<file path="config.mk">
export PLATFORM = sky130hd
export DESIGN_NAME = fetch_ctrl
export DESIGN_NICKNAME = d
export VERILOG_FILES = /design/src/rtl/fetch_ctrl.sv
export SDC_FILE = /design/constraint.sdc
export NUM_CORES = 1
export LEC_CHECK = 0
export CAP_MARGIN = 20
export CELL_PAD_IN_SITES_DETAIL_PLACEMENT = 0
export CELL_PAD_IN_SITES_GLOBAL_PLACEMENT = 2
export CORE_ASPECT_RATIO = 0.9
export CORE_MARGIN = 2
export CORE_UTILIZATION = 31
export DETAILED_ROUTE_END_ITERATION = 8
export PLACE_DENSITY = 0.95
export SLEW_MARGIN = 20
export SYNTH_ARGS = -nofsm -noshare
export SYNTH_HDL_FRONTEND = slang
export SYNTH_SLANG_ARGS = --single-unit
</file>
<file path="constraint.sdc">
create_clock -name clk -period 8.7 [get_ports clk]
set_clock_uncertainty 0.15 [all_clocks]
set_input_delay 1.74 -clock clk [delete_from_list [all_inputs] [get_ports clk]]
set_output_delay 1.74 -clock clk [all_outputs]
set_load 0.01 [all_outputs]
</file>
<file path="src/rtl/fetch_ctrl.sv">
// Instruction fetch sequencer: 1-cycle imem, stall skid hold, branch redirect.
// Define FETCH_CTRL_PERF_EN to enable the fetch/squash performance counters.
`timescale 1ns/1ps
module fetch_ctrl #(
    parameter int              ADDR     = 32,
    parameter int              INST     = 32,
    parameter logic [ADDR-1:0] RESET_PC = '0,
    parameter logic [ADDR-1:0] INC      = {{(ADDR-1){1'b0}}, 1'b1}
) (
    input  logic            clk,
    input  logic            rst,
    input  logic            stall_i,
    input  logic            branch_i,
    input  logic [ADDR-1:0] baddr_i,
    output logic            imem_req_o,
    output logic [ADDR-1:0] imem_addr_o,
    input  logic [INST-1:0] imem_data_i,
    output logic            v_o,
    output logic [INST-1:0] inst_o,
    output logic [ADDR-1:0] pc_o,
    output logic [31:0]     perf_fetch_o,
    output logic [31:0]     perf_squash_o
);

    typedef enum logic [1:0] {IDLE, RUN, HOLD} state_t;

    state_t          state_q, state_d;
    logic [ADDR-1:0] pc_q, pc_d;
    logic [ADDR-1:0] paddr_q, paddr_d;
    logic [ADDR-1:0] hold_pc_q, hold_pc_d;
    logic [INST-1:0] hold_inst_q, hold_inst_d;
    logic            pend_q, pend_d;
    logic            hold_v_q, hold_v_d;

    always_ff @(posedge clk or posedge rst) begin
        if (rst) begin
            state_q     <= IDLE;
            pc_q        <= RESET_PC;
            paddr_q     <= '0;
            hold_pc_q   <= '0;
            hold_inst_q <= '0;
            pend_q      <= 1'b0;
            hold_v_q    <= 1'b0;
        end else begin
            state_q     <= state_d;
            pc_q        <= pc_d;
            paddr_q     <= paddr_d;
            hold_pc_q   <= hold_pc_d;
            hold_inst_q <= hold_inst_d;
            pend_q      <= pend_d;
            hold_v_q    <= hold_v_d;
        end
    end

    assign imem_addr_o = pc_q;

    always_comb begin
        state_d     = state_q;
        pc_d        = pc_q;
        paddr_d     = paddr_q;
        hold_pc_d   = hold_pc_q;
        hold_inst_d = hold_inst_q;
        pend_d      = pend_q;
        hold_v_d    = hold_v_q;
        imem_req_o  = 1'b1;
        v_o         = 1'b0;
        inst_o      = '0;
        pc_o        = '0;
        unique case (state_q)
            IDLE: begin
                imem_req_o = 1'b0;
                state_d    = RUN;
                if (branch_i) pc_d = baddr_i;
            end
            RUN: begin
                v_o    = pend_q;
                inst_o = imem_data_i;
                pc_o   = paddr_q;
                if (!stall_i) begin
                    pc_d    = pc_q + INC;
                    paddr_d = pc_q;
                    pend_d  = 1'b1;
                end else begin
                    // Capture the in-flight word; pc_q already addresses the next one.
                    hold_inst_d = imem_data_i;
                    hold_pc_d   = paddr_q;
                    hold_v_d    = pend_q;
                    pend_d      = 1'b0;
                    state_d     = HOLD;
                end
            end
            HOLD: begin
                v_o    = hold_v_q;
                inst_o = hold_inst_q;
                pc_o   = hold_pc_q;
                if (!stall_i) begin
                    pc_d     = pc_q + INC;
                    paddr_d  = pc_q;
                    pend_d   = 1'b1;
                    hold_v_d = 1'b0;
                    state_d  = RUN;
                end
            end
            default: state_d = IDLE;
        endcase
        if (branch_i && state_q != IDLE) begin
            v_o      = 1'b0;
            pc_d     = baddr_i;
            pend_d   = 1'b0;
            hold_v_d = 1'b0;
            state_d  = RUN;
        end
    end

`ifdef FETCH_CTRL_PERF_EN
    logic [31:0] fetch_q, squash_q;
    logic        live;

    // Whether the slot a branch kills actually carried a valid instruction.
    always_comb begin
        live = 1'b0;
        unique case (state_q)
            RUN:     live = pend_q;
            HOLD:    live = hold_v_q;
            default: live = 1'b0;
        endcase
    end

    always_ff @(posedge clk or posedge rst) begin
        if (rst) begin
            fetch_q  <= '0;
            squash_q <= '0;
        end else begin
            if (v_o && !stall_i && fetch_q != '1)
                fetch_q <= fetch_q + 32'd1;
            if (branch_i && live && squash_q != '1)
                squash_q <= squash_q + 32'd1;
        end
    end

    assign perf_fetch_o  = fetch_q;
    assign perf_squash_o = squash_q;
`else
    assign perf_fetch_o  = '0;
    assign perf_squash_o = '0;
`endif

endmodule

</file>
==> impl_metrics.csv <==
group,metric,value,unit
setup_path,arrival,4050,ps
logic_synthesis,avgSynthCellArea,10.3,um^2
clock_network,cts_max_level,4,
routing,vias,5763,
grt,track_usage,0.160,
timing,fmax,0.168,GHz
routing,viasPerCell,4.94,
floorplan,die_h,150,um
logic_synthesis,ys_top_cells_by_area,"dfrtp_1 45%, mux2_2 15%, a22oi_1 6.9%",
power,p_per_area,410,nW/um^2
logic_synthesis,syn_inst,712,
logic_synthesis,netlist.area_leader.share,0.449,
power,power.total,3.96,mW
timing,setup_viol,0,
power,p_comb_frac,0.503,
timing,relSlewSlack,0.311,
clock_network,numCtsBuffers,17,
logic_synthesis,ys_seq_elements,132,
routing,ant_nets,0,
logic_synthesis,synth-main-ff-cell,"dfrtp_1",
timing,fin_setup_tns,0,ps
timing,worst-slew-pin-transition,1030,ps
setup_path,critPathMaxStageDelay,630,ps
routing,drc,0,
placed_design,dp_hpwl,13.7,mm
logic_synthesis,synthAdderAreaFrac,0.00850,
logic_synthesis,synth_edf_count,0,
logic_synthesis,async_flop_share,1.00,
logic_synthesis,synthesis.area,7360,um^2
placed_design,place_area,9020,um^2
finish,diodes,0,
power,swShare,0.384,
power,power.internal,2.44,mW
logic_synthesis,seq_area_frac_synth,0.449,
grt,antenna_found_initial,0,
logic_synthesis,yosysTopAreaCell,"dfrtp_1",
floorplan,fp-row-count,53,
timing,min_period,5940,ps
routing,wirelength,20.1,mm
setup_path,r2r_cells,6,
grt,grt_start_max_net_pins,72,
run,drv_cap,0,
routing,drt_iter0_drc,359,
floorplan,die_area,25000,um^2
logic_synthesis,yosysUniqueCellTypes,47,
min_path,hold_path_depth,1,
clock_network,cts_sinks,132,
timing,rsz0062_at_grt,"no",
finish,post_route_cells_drive_above_1_share,0.169,
min_path,hold_path_class,"flop to flop",
setup_path,path_common_cell,"clkdlybuf4s50_1",
setup_path,path_cells,"clkdlybuf4s50_1 > nand2b_1 > nand2_1 > nor2_1 > clkdlybuf4s50_1",
logic_synthesis,synth_warnings,0,
finish,area_delta_synth_final,31.2,%
setup_path,cp.required,6810,ps
logic_synthesis,synth_xor_xnor_area_share,0,
logic_synthesis,yosys-top-cells-count,"132 x dfrtp_1, 96 x mux2_2, 68 x a22oi_1",
placed_design,gp_congestion,0.797,
min_path,hold_end,"hold_pc_q[17]",
setup_path,reg2reg_slack,5230,ps
routing,wl_per_cell,17.2,um
setup_path,critPathMaxFanout,27,
routing,wl_met2,9.19,mm
finish,fin_util,0.413,
power,p_leak,3.86,nW
setup_path,crit_family,"simple AND/OR/NAND/NOR gates",
logic_synthesis,synthMuxAreaShare,0.155,
logic_synthesis,synthMostInstantiatedCell,"dfrtp_1",
logic_synthesis,synth_simple_gate_area_frac,0.141,
floorplan,initial_core_util,0.315,
timing,fin_crit_sh,0.683,
clock_network,postCtsSetupBuffers,0,
clock_network,cts_root_buffer,"clkbuf_16",
power,p_seq_frac,0.308,
routing,m1WireLength,9.60,mm
clock_network,ctsResizeCount,0,
grt,grt_pass1_vias,5499,
routing,wl_met3,1.12,mm
floorplan,ioPinCount,230,
outcome,outcome,"completed",
clock_network,tritoncts,"done",
setup_path,slowest_stage,"nand2_1",
floorplan,core,23300,um^2
grt,grt_pass1_wl,31.7,mm
clock_network,clkLatencyLatePin,420,ps
setup_path,timing.rr.start,"state_q[1]",
grt,gr-total-overflow,0,
setup_path,crit_path_end_kind,"output port",
placed_design,port_buffers,165,
setup_path,worst-setup-path-type,"input pin to output port",
clock_network,cts.clk_slew.worst_paths,60,ps
power,netSwitchingPower,1.52,mW
clock_network,clockBufferDepth,2,
routing,first_pass_iters,5,
timing,drv_slew,0,
routing,highest_layer,"met4",
finish,design_area,9650,um^2
setup_path,reg2reg_to,"hold_inst_q[25]",
clock_network,holdBufCountCts,0,
floorplan,die_w,166,um
power,ir_drop,145,uV
logic_synthesis,synth_compound_area_frac,0.149,
logic_synthesis,synth_top_family_by_area,"multiplexers",
power,clock_power_share,0.189,
timing,finalHoldViolations,0,
finish,nets,925,
min_path,hold_start,"hold_pc_q[17]",
setup_path,cp_num_buf_inv,2,
setup_path,startpoint_type,"input pin",
[worst max-delay path by stage]
stage	startpoint	endpoint	cells after the start
final	branch_i	v_o	5
after global routing	branch_i	v_o	5
after detailed placement	branch_i	v_o	5
after global placement	branch_i	v_o	5
after CTS	branch_i	v_o	5
after floorplan	rst	hold_inst_q[0]	1
[per-layer routing]
layer,vias to the layer above,GRT usage
met5,-,0
met4,0,0.0522
met3,11,0.0373
met1,2826,0.226
met2,192,0.244
li1,2734,-
[stage by stage]
stage,std cells,hold WS (ps),worst slack (ps)
2_1_floorplan,775,328,3280
3_3_place_gp,1135,337,2810
3_5_place_dp,1135,344,2700
4_1_cts,1167,357,2720
5_1_grt,1167,364,2550
6_report,1167,354,2760
[kinds of logic after synthesis]
family,Yosys count
other,1
AO/OA/AOI/OAI,157
AND/OR/NAND/NOR,191
buffers and inverters,124
adder cells (fa/ha/maj),5
multiplexers,102
flip-flops,132
[cell usage in the layout (no fill, tap or decap), drive strengths merged, types with 7 or more instances in the layout]
cell type	netlist	routed
a2bb2oi	11	11
mux2	96	96
o22ai	10	10
a22oi	68	68
nand3	17	17
nand2	31	31
clkbuf	41	17
o21ai	18	18
dfrtp	132	132
conb	1	64
nor2b	66	66
nand4	8	8
buf	73	7
nor3	10	10
nor2	29	29
a21oi	24	24
clkdlybuf4s50	0	165
inv	10	17
and3	9	9
and2	7	7
[flip-flops by register name (all words and copies together), names as in the netlist]
register	flops
hold_inst_q	32
hold_pc_q	32
hold_v_q	1
imem_addr_o	32
paddr_q	32
pend_q	1
state_q	2
[power by group through the flow]
stage / registers, mW / clock network [mW] / logic (mW)
after global placement: 1.21 / 0 / 1.97
after detailed placement: 1.23 / 0 / 2.00
final: 1.22 / 0.747 / 1.99
after CTS: 1.22 / 0.765 / 2.01
after global routing: 1.27 / 0.791 / 2.18
after floorplan: 1.15 / 0 / 1.23
[layout make-up]
class                   count  area (um^2)
repair buffers            172         1700
clock buffers              17          425
multi-input cells         519         3610
flip-flops and latches    132         3300
clock inverters            15          190
well taps                 302          378
fillers                  2244        13700
inverters                  10         42.5
[worst reg2reg max path, cell delays in order (launching register included)]
cell	delay (ps)
dfrtp_1	410
inv_1	160
ha_2	640
buf_4	560
nand2_2	580
buf_4	480
mux2_2	380
Note: power is estimated with default switching activity, not from simulation.
